$ cat config.mk
export PLATFORM = sky130hd
export DESIGN_NAME = gc_responder
export DESIGN_NICKNAME = d
export VERILOG_FILES = /design/src/rtl/gc_pkg.sv /design/src/rtl/gc_reply_shifter.sv /design/src/rtl/gc_responder.sv
export SDC_FILE = /design/constraint.sdc
export NUM_CORES = 1
export LEC_CHECK = 0
export CORE_MARGIN = 4
export CORE_UTILIZATION = 50
export CTS_CLUSTER_SIZE = 8
export DETAILED_ROUTE_END_ITERATION = 10
export PLACE_DENSITY = 0.81
export SYNTH_ARGS = -nofsm -noshare
export SYNTH_HDL_FRONTEND = slang
export SYNTH_HIERARCHICAL = 1
export SYNTH_SLANG_ARGS = --single-unit
export TNS_END_PERCENT = 50
$ cat constraint.sdc
create_clock -name clk -period 5 [get_ports clk]
set_input_delay 0.75 -clock clk [delete_from_list [all_inputs] [get_ports clk]]
set_output_delay 0.75 -clock clk [all_outputs]
set_load 0.02 [all_outputs]
$ cat src/rtl/gc_pkg.sv
// Shared opcodes, FSM states and reply kinds
// for the Gamecube console-request responder.
package gc_pkg;

  localparam logic [7:0] GC_CMD_ID     = 8'h00;
  localparam logic [7:0] GC_CMD_RESET  = 8'hFF;
  localparam logic [7:0] GC_CMD_POLL   = 8'h40;
  localparam logic [7:0] GC_CMD_ORIGIN = 8'h41;
  localparam logic [7:0] GC_CMD_CAL    = 8'h42;

  localparam int GC_LEN_W = 5;

  typedef enum logic [3:0] {
    S_IDLE,
    S_CMD0,
    S_POLL1,
    S_POLL2,
    S_CAL1,
    S_CAL2,
    S_WAIT_STOP,
    S_TX,
    S_TX_STOP
  } gc_state_e;

  typedef enum logic [1:0] {
    K_ID,
    K_POLL,
    K_ORIGIN,
    K_CAL
  } gc_kind_e;

endpackage

$ cat src/rtl/gc_reply_shifter.sv
// Reply byte shifter: emits MSB byte first,
// zeros shift in behind the data to form the pad.
module gc_reply_shifter
  import gc_pkg::*;
#(
  parameter int NB = 8
) (
  input  logic                clk,
  input  logic                reset,
  input  logic                load,
  input  logic [NB*8-1:0]     load_data,
  input  logic [GC_LEN_W-1:0] load_len,
  input  logic                next,
  output logic [7:0]          byte_o,
  output logic                last_o
);

  logic [NB*8-1:0]     sr_q, sr_d;
  logic [GC_LEN_W-1:0] cnt_q, cnt_d;
  logic [GC_LEN_W-1:0] len_q, len_d;

  always_comb begin
    sr_d  = sr_q;
    cnt_d = cnt_q;
    len_d = len_q;
    if (load) begin
      sr_d  = load_data;
      cnt_d = '0;
      len_d = load_len;
    end else if (next) begin
      sr_d  = sr_q << 8;
      cnt_d = cnt_q + 1'b1;
    end
  end

  always_ff @(posedge clk or negedge reset) begin
    if (!reset) begin
      sr_q  <= '0;
      cnt_q <= '0;
      len_q <= '0;
    end else begin
      sr_q  <= sr_d;
      cnt_q <= cnt_d;
      len_q <= len_d;
    end
  end

  assign byte_o = sr_q[NB*8-1 -: 8];
  assign last_o = (cnt_q == len_q - 1'b1);

endmodule

$ cat src/rtl/gc_responder.sv
// Gamecube controller responder: decodes console
// requests and streams replies to the tx core.
module gc_responder
  import gc_pkg::*;
#(
  parameter logic [23:0] CONTROLLER_ID = 24'h090000,
  parameter int STATE_BYTES = 8,
  parameter int ORIGIN_PAD  = 2,
  parameter logic [STATE_BYTES*8-1:0] ORIGIN_RESET = '0
) (
  input  logic                     clk,
  input  logic                     reset,
  input  logic                     rx_start,
  input  logic                     rx_stop,
  input  logic                     rx_error,
  input  logic                     rx_strobe,
  input  logic [7:0]               rx_data,
  input  logic                     tx_busy,
  output logic                     tx_strobe,
  output logic                     tx_stopbit,
  output logic [7:0]               tx_data,
  input  logic [STATE_BYTES*8-1:0] controller_state,
  output logic                     rumble,
  output logic                     brake,
  output logic [2:0]               poll_mode,
  output logic [7:0]               cmd_count
);

  localparam int NB = (STATE_BYTES > 3) ? STATE_BYTES : 3;
  localparam int SW = STATE_BYTES * 8;
  localparam logic [GC_LEN_W-1:0] LEN_ID = GC_LEN_W'(3);
  localparam logic [GC_LEN_W-1:0] LEN_ST = GC_LEN_W'(STATE_BYTES);
  localparam logic [GC_LEN_W-1:0] LEN_OR =
    GC_LEN_W'(STATE_BYTES + ORIGIN_PAD);

  gc_state_e state_q, state_d;
  gc_kind_e  kind_q, kind_d;
  logic [2:0]    mode_q, mode_d;
  logic [1:0]    flags_q, flags_d;
  logic          rumble_q, rumble_d;
  logic          brake_q, brake_d;
  logic [2:0]    pmode_q, pmode_d;
  logic [7:0]    count_q, count_d;
  logic [SW-1:0] origin_q, origin_d;
  logic          strobe_q, strobe_d;
  logic          stopbit_q, stopbit_d;
  logic [7:0]    data_q, data_d;

  logic                sh_load, sh_next, sh_last;
  logic [NB*8-1:0]     sh_vec;
  logic [GC_LEN_W-1:0] sh_len;
  logic [7:0]          sh_byte;
  logic                abort, tx_go;

  gc_reply_shifter #(.NB(NB)) u_shift (
    .clk       (clk),
    .reset     (reset),
    .load      (sh_load),
    .load_data (sh_vec),
    .load_len  (sh_len),
    .next      (sh_next),
    .byte_o    (sh_byte),
    .last_o    (sh_last)
  );

  assign abort = rx_error | rx_start | rx_stop;
  assign tx_go = !tx_busy && !strobe_q;

  always_comb begin
    state_d   = state_q;
    kind_d    = kind_q;
    mode_d    = mode_q;
    flags_d   = flags_q;
    rumble_d  = rumble_q;
    brake_d   = brake_q;
    pmode_d   = pmode_q;
    count_d   = count_q;
    origin_d  = origin_q;
    strobe_d  = 1'b0;
    stopbit_d = 1'b0;
    data_d    = '0;
    sh_load   = 1'b0;
    sh_next   = 1'b0;
    sh_vec    = '0;
    sh_len    = LEN_ID;
    unique case (state_q)
      S_IDLE: begin
        if (rx_start && !rx_error) state_d = S_CMD0;
      end
      S_CMD0: begin
        if (abort) state_d = S_IDLE;
        else if (rx_strobe) begin
          unique case (1'b1)
            (rx_data == GC_CMD_ID),
            (rx_data == GC_CMD_RESET): begin
              kind_d  = K_ID;
              state_d = S_WAIT_STOP;
            end
            (rx_data == GC_CMD_POLL): state_d = S_POLL1;
            (rx_data == GC_CMD_ORIGIN): begin
              kind_d  = K_ORIGIN;
              state_d = S_WAIT_STOP;
            end
            (rx_data == GC_CMD_CAL): state_d = S_CAL1;
            default: state_d = S_IDLE;
          endcase
        end
      end
      S_POLL1: begin
        if (abort) state_d = S_IDLE;
        else if (rx_strobe) begin
          mode_d  = rx_data[2:0];
          state_d = S_POLL2;
        end
      end
      S_POLL2: begin
        if (abort) state_d = S_IDLE;
        else if (rx_strobe) begin
          flags_d = rx_data[1:0];
          kind_d  = K_POLL;
          state_d = S_WAIT_STOP;
        end
      end
      S_CAL1: begin
        if (abort) state_d = S_IDLE;
        else if (rx_strobe) state_d = S_CAL2;
      end
      S_CAL2: begin
        if (abort) state_d = S_IDLE;
        else if (rx_strobe) begin
          kind_d  = K_CAL;
          state_d = S_WAIT_STOP;
        end
      end
      S_WAIT_STOP: begin
        if (rx_error || rx_start || rx_strobe) begin
          state_d = S_IDLE;
        end else if (rx_stop) begin
          state_d = S_TX;
          sh_load = 1'b1;
          if (count_q != 8'hFF) count_d = count_q + 8'd1;
          unique case (kind_q)
            K_POLL: begin
              rumble_d = flags_q[0];
              brake_d  = flags_q[1];
              pmode_d  = mode_q;
              sh_vec[NB*8-1 -: SW] = controller_state;
              sh_len   = LEN_ST;
            end
            K_CAL: begin
              origin_d = controller_state;
              sh_vec[NB*8-1 -: SW] = controller_state;
              sh_len   = LEN_OR;
            end
            K_ORIGIN: begin
              sh_vec[NB*8-1 -: SW] = origin_q;
              sh_len   = LEN_OR;
            end
            default: begin
              sh_vec[NB*8-1 -: 24] = CONTROLLER_ID;
              sh_len   = LEN_ID;
            end
          endcase
        end
      end
      S_TX: begin
        if (tx_go) begin
          strobe_d = 1'b1;
          data_d   = sh_byte;
          sh_next  = 1'b1;
          if (sh_last) state_d = S_TX_STOP;
        end
      end
      S_TX_STOP: begin
        if (tx_go) begin
          strobe_d  = 1'b1;
          stopbit_d = 1'b1;
          state_d   = S_IDLE;
        end
      end
      default: state_d = S_IDLE;
    endcase
  end

  always_ff @(posedge clk or negedge reset) begin
    if (!reset) begin
      state_q   <= S_IDLE;
      kind_q    <= K_ID;
      mode_q    <= '0;
      flags_q   <= '0;
      rumble_q  <= 1'b0;
      brake_q   <= 1'b0;
      pmode_q   <= '0;
      count_q   <= '0;
      origin_q  <= ORIGIN_RESET;
      strobe_q  <= 1'b0;
      stopbit_q <= 1'b0;
      data_q    <= '0;
    end else begin
      state_q   <= state_d;
      kind_q    <= kind_d;
      mode_q    <= mode_d;
      flags_q   <= flags_d;
      rumble_q  <= rumble_d;
      brake_q   <= brake_d;
      pmode_q   <= pmode_d;
      count_q   <= count_d;
      origin_q  <= origin_d;
      strobe_q  <= strobe_d;
      stopbit_q <= stopbit_d;
      data_q    <= data_d;
    end
  end

  assign tx_strobe  = strobe_q;
  assign tx_stopbit = stopbit_q;
  assign tx_data    = data_q;
  assign rumble     = rumble_q;
  assign brake      = brake_q;
  assign poll_mode  = pmode_q;
  assign cmd_count  = count_q;

endmodule

* After elaboration in Yosys (flattened, before gate mapping) *
Index checks and enable logic that the tools add are counted.

storage, ports and cells
  word-level logic and storage cells = 125
  flip-flop bits (word level) = 172
  output and inout port bits = 23
  input bits = 79

cells by class
  reduce and logical (&&, ||, !) cells = 24
  add/sub/neg operators = 3
  equality and inequality tests = 33
  mux-type cells = 46
  bitwise operators = 4

operator list
  kind                 number
  $mux 64              5
  $pmux 40 s2          1
  $mux 4               17
  $pmux 24 s2          1
  $pmux 4 s8           1
  $eq 8x7->1 const B   3
  $ne 2x2->1 const B   10
  $eq 4x3->1 const B   4
  $mux 8               2
  $ne 3x3->1 const B   5
  $mux 2               6
  $reduce_and 4->1     3
  $mux 5               2
  $reduce_or 2->1      5
  $pmux 3 s3           1
  $reduce_and 9->1     1
  $add 8x1->8 const B  1
  $eq 4x2->1 const B   2
  $eq 8x8->1 const B   1
  $logic_not 8->1      1
  $ne 8x8->1 const B   1
  $pmux 4 s2           1
  $reduce_and 8->1     1
  $mux 1               7
  20 further kinds     28

* Depth between registers and ports, before layout *
Gate-level depths: netlist (run 1).

  depth after elaboration = 7
  gate-level depth with buffers = 8
  depth with buffers taken out = 8

* Cells and area by module *
The synthesis (run 1) kept the hierarchy.

modules (own cells, without submodules)
  module            area an instance (µm²)  instances  sequential area each (µm²)  cells an instance
  gc_responder      4,798.4                 1          2,452.4                     435
  gc_reply_shifter  3,479.6                 1          1,851.8                     335

* Worst setup path before layout (run 1) *
OpenSTA, ideal clock, no wires.

  kind = in2reg
  start = in rx_start
  end = reg origin_q[10]
  cell stages on the path = 6
  data required time = 4.872 ns
  data arrival time = 2.049 ns
  setup slack = 2.823 ns
  buffers on the path = 1
  setup time = 0.128 ns
  cells stage by stage = nor4_2 nand4_2 inv_2 nand3_4 buf_2 mux2_1

between the ends
  cells in the longest elaborated chain, start to end = 4

RTL lines
  element                         line                 RTL
  from (decl)                     gc_responder.sv:13   input logic rx_start,
  $logic_or 1x1->1 (2 in series)  gc_responder.sv:136  if (rx_error || rx_start || rx_strobe) begin
  $not 1->1 (no line)             --
  $reduce_and 4->1 (no line)      --
  to (signal assigned)            gc_responder.sv:208  origin_q <= origin_d;
  to (decl)                       gc_responder.sv:44   logic [SW-1:0] origin_q, origin_d;

Every way passes these cells.
A chain may end at the register's enable or synchronous reset.

* Worst setup path after layout (run 1) *
  start = in rx_start
  end = reg origin_q[11]

The elaborated chain is that of the path after synthesis.

==> results of run 1 <==
[cells by family after synthesis]
logic type | share of synthesized area
simple gates | 0.1220
flops | 0.5200
compound gates | 0.1209
mux | 0.1750
buf+inv | 0.04021
xor+xnor | 0.01693
fa+ha+maj | 0.004535
other cells | 0.0004530
[power by group through the flow]
| stage | Clock [mW] | Combinational, mW | Sequential [mW] |
|---|---|---|---|
| floorplan | 0 | 0.0511 | 1.43 |
| global placement | 0 | 0.153 | 1.44 |
| detailed placement | 0 | 0.155 | 1.44 |
| CTS | 1.20 | 0.156 | 1.41 |
| global route | 1.25 | 0.174 | 1.41 |
| finish | 1.18 | 0.155 | 1.41 |
[per-stage QoR]
step	setup WS [ns]	area, um2
floorplan	2.823	8282
global placement	1.558	9341
detailed placement	1.449	9341
CTS	1.867	9861
global route	1.697	9861
finish	1.896	9861
[state kept, by name, indices dropped and copies added (netlist names), 2 cells and up]
register,count
origin_q,64
u_shift/sr_q,64
cmd_count,8
tx_data,8
u_shift/cnt_q,5
u_shift/len_q,5
state_q,4
mode_q,3
poll_mode,3
flags_q,2
kind_q,2
[synthesized netlist by cell type, types with 2 or more instances]
cell	count
sky130_fd_sc_hd__a21o_1	2
sky130_fd_sc_hd__a21oi_1	7
sky130_fd_sc_hd__a22o_1	2
sky130_fd_sc_hd__a22oi_1	62
sky130_fd_sc_hd__and2_1	8
sky130_fd_sc_hd__and3_1	5
sky130_fd_sc_hd__buf_1	6
sky130_fd_sc_hd__buf_2	14
sky130_fd_sc_hd__buf_4	15
sky130_fd_sc_hd__clkbuf_1	25
sky130_fd_sc_hd__dfrtp_1	172
sky130_fd_sc_hd__ha_1	3
sky130_fd_sc_hd__inv_1	8
sky130_fd_sc_hd__mux2_1	60
sky130_fd_sc_hd__mux2_2	18
sky130_fd_sc_hd__mux2i_1	57
sky130_fd_sc_hd__nand2_1	71
sky130_fd_sc_hd__nand2b_1	11
sky130_fd_sc_hd__nand3_1	8
sky130_fd_sc_hd__nand4_1	6
sky130_fd_sc_hd__nand4b_1	2
sky130_fd_sc_hd__nor2_1	78
sky130_fd_sc_hd__nor2b_1	6
sky130_fd_sc_hd__nor3_1	6
sky130_fd_sc_hd__o2111ai_1	2
sky130_fd_sc_hd__o21ai_0	69
sky130_fd_sc_hd__o21ai_1	3
sky130_fd_sc_hd__o22ai_1	3
sky130_fd_sc_hd__or2_2	2
sky130_fd_sc_hd__or3_1	3
sky130_fd_sc_hd__xnor2_1	9
sky130_fd_sc_hd__xor2_1	7
[routing by layer]
metal  vias up  GRT usage
li1       2858          -
met1      2947     0.2802
met2       143     0.3116
met3        31    0.03456
met4         0    0.08119
met5         -          0
[critical path: stages]
cell and delay (ns):
sky130_fd_sc_hd__clkdlybuf4s50_1 0.48, sky130_fd_sc_hd__nor4_2 0.51, sky130_fd_sc_hd__nand4_4 0.16, sky130_fd_sc_hd__clkinv_2 0.11, sky130_fd_sc_hd__nand3_4 0.71, sky130_fd_sc_hd__mux2_1 0.64
[area by class of cell]
type | instances | area share
multi-input combinational | 530 | 0.3718
timing repair buffer | 108 | 0.1080
inverter | 9 | 0.003553
clock buffer | 26 | 0.05164
sequential | 172 | 0.4366
clock inverter | 2 | 0.001015
tap | 216 | 0.02741
[worst paths after layout]
path	slack, ns	from	depth (start not counted)	end
worst max-delay path	1.90	rx_start	6	origin_q[11]$_DFFE_PN0P_
worst min-delay path	0.43	reset	1	origin_q[49]$_DFFE_PN0P_
worst max register to register	2.35	state_q[0]$_DFFE_PN0P_	5	origin_q[11]$_DFFE_PN0P_
worst min register to register	0.48	u_shift/sr_q[59]$_DFFE_PN0P_	1	tx_data[3]$_DFF_PN0_
max in group asynchronous	3.53	reset	2	kind_q[0]$_DFFE_PN0P_
min in group clk	0.48	u_shift/sr_q[59]$_DFFE_PN0P_	1	tx_data[3]$_DFF_PN0_
==> flow_metrics.env, run 1 <==
export IMPL_cell_internal_pwr_mw=2.160
export IMPL_drtAntennaViolNets=0
export IMPL_totalWireLength_um=17560
export IMPL_vias=5979
export IMPL_rsz_0062_raised_after_global_routing="no"
export IMPL_final_layout_size_suffix_gt1_frac=0.07438
export IMPL_cts_repair_resize_count=0
export IMPL_critical_path_arrival_ns=3.40
export IMPL_worst_setup_hold_path_clk_slew_ns=0.06
export IMPL_highest_layer="met4"
export IMPL_path_class="in2reg"
export IMPL_clk_path_buf_depth=2
export IMPL_total_power_mw=2.745
export IMPL_area_sequential_um2=4305
export IMPL_floorplan_die_area_um2=18680
export IMPL_hold_violations=0
export IMPL_boundaryPins=102
export IMPL_wl_met1_um=8143
export IMPL_comb_power_share=0.056
export IMPL_tritoncts="yes"
export IMPL_power_leakage_nw=4.204
export IMPL_initial_utilization=0.5155
export IMPL_finalWeightedCongestion=0.8556
export IMPL_tritoncts_num_buffers=17
export IMPL_placement_rows=46
export IMPL_final_common_cell="sky130_fd_sc_hd__dfrtp_1"
export IMPL_tritoncts_num_sinks=172
export IMPL_grt_antenna_before_repair=0
export IMPL_netlist_top_cell_by_area="sky130_fd_sc_hd__dfrtp_1"
export IMPL_grt_overflow_total=0
export IMPL_achievable_frequency_ghz=0.3222
export IMPL_powerDensity_nw_per_um2=278.4
export IMPL_hold_class="in2async"
export IMPL_first_global_vias=6029
export IMPL_grt_first_pass_wirelength_um=29780
export IMPL_number_of_flops_mapped_to_enable_cells_by_yosys=0
export IMPL_postCtsSetupRepairBufs=0
export IMPL_postSynthCellCount=770
export IMPL_synth_yosys_warnings=6
export IMPL_postSynthAreaPerCell_um2=10.75
export IMPL_filler_cell_count_in_the_final_layout=1282
export IMPL_synthDistinctLibCells=52
export IMPL_crit_path_launch_type="primary input"
export IMPL_antenna_cell_count=0
export IMPL_root_buffer="sky130_fd_sc_hd__clkbuf_16"
export IMPL_worst_skew_pair_late_latency_ns=0.42
export IMPL_final_min_period_over_clock_period=0.6207
export IMPL_critPathRequiredTime_ns=5.29
export IMPL_drt_initial_drc_count=476
export IMPL_power_switching_mw=0.5851
export IMPL_outcome="completed"
export IMPL_track_usage=0.2003
export IMPL_cells_after_dpl=1035
export IMPL_drv_cap=0
export IMPL_area_growth_syn_to_layout_pct=19.12
export IMPL_slew_viol_final=0
export IMPL_synth_area_top_cells="sky130_fd_sc_hd__dfrtp_1, sky130_fd_sc_hd__mux2_1, sky130_fd_sc_hd__mux2i_1"
export IMPL_vdd_drop_max_mv=0.2617
export IMPL_synth_seq_area_share=0.5200
export IMPL_layout_common_cells="sky130_fd_sc_hd__dfrtp_1, sky130_fd_sc_hd__clkdlybuf4s50_1, sky130_fd_sc_hd__nor2_1, sky130_fd_sc_hd__nand2_1, sky130_fd_sc_hd__o21ai_0"
export IMPL_setup_total_negative_slack_ns=0
export IMPL_multi_input_area_um2=3666
export IMPL_die_span_x_um=136.7
export IMPL_fin_cells=1063
export IMPL_met2_wirelength_um=8424
export IMPL_yosys_area_top_type_share=0.5200
export IMPL_io_buffers=101
export IMPL_synth_area_um2=8278
export IMPL_cts_htree_levels=4
export IMPL_timing_worst_slew_pin_value_ns=1.147
export IMPL_wl_per_cell_um=16.52
export IMPL_routed_wl_met3_um=627
export IMPL_end_kind="flip-flop"
export IMPL_die_height_um=136.7
export IMPL_seq_power_share=0.514
export IMPL_setup_violations=0
export IMPL_fin_skew_ns=0.004272
export IMPL_detailedPlacementHpwl_um=11110
export IMPL_grt_start_max_net_pins=142
export IMPL_finish_net_count=920
export IMPL_drc_errors=0
export IMPL_synth_ff_latch_count=172
export IMPL_synth_ff_type="sky130_fd_sc_hd__dfrtp_1"
export IMPL_core_um2=16060
export IMPL_route_detailed_vias_per_inst=5.625
export IMPL_hold_buffers=0
export IMPL_worstPathMaxFanout=64
export IMPL_min_period_ns=3.104
export IMPL_power_clock_fraction=0.430
export IMPL_final_util=0.6141
export IMPL_detail_route_first_pass_iterations=7
export IMPL_timing_hold_ws_ns=0.4314
export IMPL_synth_async_reset_ratio=1.000
export IMPL_p_sw_frac=0.2131
export IMPL_relSlewSlack=0.2356
Note: power is estimated with default switching activity, not from simulation.
==> run 2, diff against run 1 <==
- PLACE_DENSITY: 0.81 -> 0.84
- clock period: 5 -> 2.7 ns (I/O delays scaled with it)
==> flow_metrics.env, run 2 (synthesized netlist as in run 1, its figures left out) <==
export IMPL_outcome="completed"
export IMPL_drtAntennaViolNets=0
export IMPL_first_global_vias=5963
export IMPL_drv_cap=0
export IMPL_clk_path_buf_depth=2
export IMPL_io_buffers=101
export IMPL_crit_path_launch_type="flip-flop"
export IMPL_registers_with_the_most_flip_flops="origin_q x64, u_shift/sr_q x64"
export IMPL_final_min_period_over_clock_period=0.8465
export IMPL_worst_setup_hold_path_clk_slew_ns=0.06
export IMPL_detail_route_first_pass_iterations=6
export IMPL_worst_skew_pair_late_latency_ns=0.42
export IMPL_final_common_cell="sky130_fd_sc_hd__dfrtp_1"
export IMPL_finalWeightedCongestion=0.8604
export IMPL_finish_net_count=927
export IMPL_power_leakage_nw=4.245
export IMPL_powerDensity_nw_per_um2=508.4
export IMPL_grt_antenna_before_repair=0
export IMPL_drc_errors=0
export IMPL_grt_start_max_net_pins=121
export IMPL_final_layout_size_suffix_gt1_frac=0.08401
export IMPL_area_growth_syn_to_layout_pct=20.31
export IMPL_die_span_x_um=136.7
export IMPL_root_buffer="sky130_fd_sc_hd__clkbuf_16"
export IMPL_cp_endpoint="state_q[1]$_DFFE_PN0P_"
export IMPL_placement_rows=46
export IMPL_critPathRequiredTime_ns=3.06
export IMPL_hold_violations=0
export IMPL_timing_reg2reg_setup_slack_ns=0.41
export IMPL_timing_rr_start="u_shift/len_q[0]$_DFFE_PN0P_"
export IMPL_route_detailed_vias_per_inst=5.497
export IMPL_core_um2=16060
export IMPL_antenna_cell_count=0
export IMPL_timing_worst_slew_pin_value_ns=0.6886
export IMPL_rsz_0062_raised_after_global_routing="no"
export IMPL_critical_path_arrival_ns=2.65
export IMPL_initial_utilization=0.5155
export IMPL_grt_overflow_total=0
export IMPL_totalWireLength_um=17530
export IMPL_fin_skew_ns=0.009156
export IMPL_min_period_ns=2.286
export IMPL_tritoncts="yes"
export IMPL_boundaryPins=102
export IMPL_grt_first_pass_wirelength_um=29350
export IMPL_layout_common_cells="sky130_fd_sc_hd__dfrtp_1, sky130_fd_sc_hd__clkdlybuf4s50_1, sky130_fd_sc_hd__nor2_1, sky130_fd_sc_hd__nand2_1, sky130_fd_sc_hd__o21ai_0"
export IMPL_detailedPlacementHpwl_um=11530
export IMPL_hold_class="reg2reg"
export IMPL_floorplan_die_area_um2=18680
export IMPL_crit_path_start="u_shift/len_q[0]$_DFFE_PN0P_"
export IMPL_setup_violations=0
export IMPL_setup_total_negative_slack_ns=0
export IMPL_end_kind="flip-flop"
export IMPL_path_class="reg2reg"
export IMPL_path_depth_of_the_worst_reg2reg_path=8
export IMPL_drt_initial_drc_count=444
export IMPL_timing_hold_ws_ns=0.4898
export IMPL_worstPathMaxFanout=6
export IMPL_tritoncts_num_sinks=172
export IMPL_vias=5898
export IMPL_track_usage=0.1989
export IMPL_slew_viol_final=0
export IMPL_tritoncts_num_buffers=17
export IMPL_vdd_drop_max_mv=0.5257
export IMPL_relSlewSlack=0.5409
export IMPL_wl_per_cell_um=16.34
export IMPL_achievable_frequency_ghz=0.4375
export IMPL_cts_htree_levels=4
export IMPL_critical_path_reg2reg_endpoint="state_q[1]$_DFFE_PN0P_"
export IMPL_die_height_um=136.7
==> run 2: through the flow <==
stage | util | setup WS [ns] | std cells | area [um2] | total power [mW]
global placement | 0.5877 | 0.1698 | 1041 | 9437 | 2.947
CTS | 0.6202 | 0.4251 | 1073 | 9960 | 5.108
global route | 0.6202 | 0.2897 | 1073 | 9960 | 5.252
floorplan | - | 0.5294 | 771 | 8282 | 2.737
detailed placement | 0.5877 | 0.1107 | 1041 | 9437 | 2.951
finish | 0.6202 | 0.4144 | 1073 | 9960 | 5.064
==> run 2: worst min-delay path by stage <==
| stage | cells after the start | from | endpoint | slack, ns |
|---|---|---|---|---|
| after floorplan | 0 | reset | brake$_DFFE_PN0P_ | 0.11 |
| after global placement | 1 | reset | origin_q[52]$_DFFE_PN0P_ | 0.41 |
| after detailed placement | 1 | reset | origin_q[51]$_DFFE_PN0P_ | 0.42 |
| after CTS | 1 | u_shift/sr_q[59]$_DFFE_PN0P_ | tx_data[3]$_DFF_PN0_ | 0.49 |
| after global routing | 1 | origin_q[16]$_DFFE_PN0P_ | origin_q[16]$_DFFE_PN0P_ | 0.50 |
| final | 1 | u_shift/sr_q[59]$_DFFE_PN0P_ | tx_data[3]$_DFF_PN0_ | 0.49 |
==> run 2: power breakdown <==
part           total, mW  switching, mW  internal (mW)
Sequential          2.62         0.0280           2.59
Combinational      0.290          0.148          0.142
Clock               2.16          0.950           1.21
Total               5.06           1.13           3.94
==> run 2: cell type report <==
class                      count  area [um2]
clock buffer                  23       467.9
clock inverter                 8       45.04
fill                        1242        6098
inverter                       9       35.03
multi-input combinational    530        3666
sequential                   172        4305
tap                          216       270.3
timing repair buffer         115        1170
==> run 2: layer usage <==
metal | routed length (um) | GRT usage
met1 | 8211 | 0.2669
met2 | 8249 | 0.3187
met3 | 707 | 0.04706
met4 | 360 | 0.06831
met5 | 0 | 0
==> run 2: worst max-delay path: stages (launching register included) <==
cell and delay (ns):
sky130_fd_sc_hd__dfrtp_1 0.39, sky130_fd_sc_hd__inv_1 0.08, sky130_fd_sc_hd__ha_1 0.24, sky130_fd_sc_hd__nor2b_1 0.14, sky130_fd_sc_hd__or3_1 0.35, sky130_fd_sc_hd__a311oi_1 0.34, sky130_fd_sc_hd__o2111ai_1 0.31, sky130_fd_sc_hd__nor2_1 0.22
sky130_fd_sc_hd__a22o_1 0.15
==> run 2: repair_timing <==
| item | CTS | global route |
|---|---|---|
| gates resized for setup | 0 | 0 |
| hold buffers | 1 | 0 |
| setup buffers | 0 | 0 |
| hold endpoints to repair | 57 | 0 |
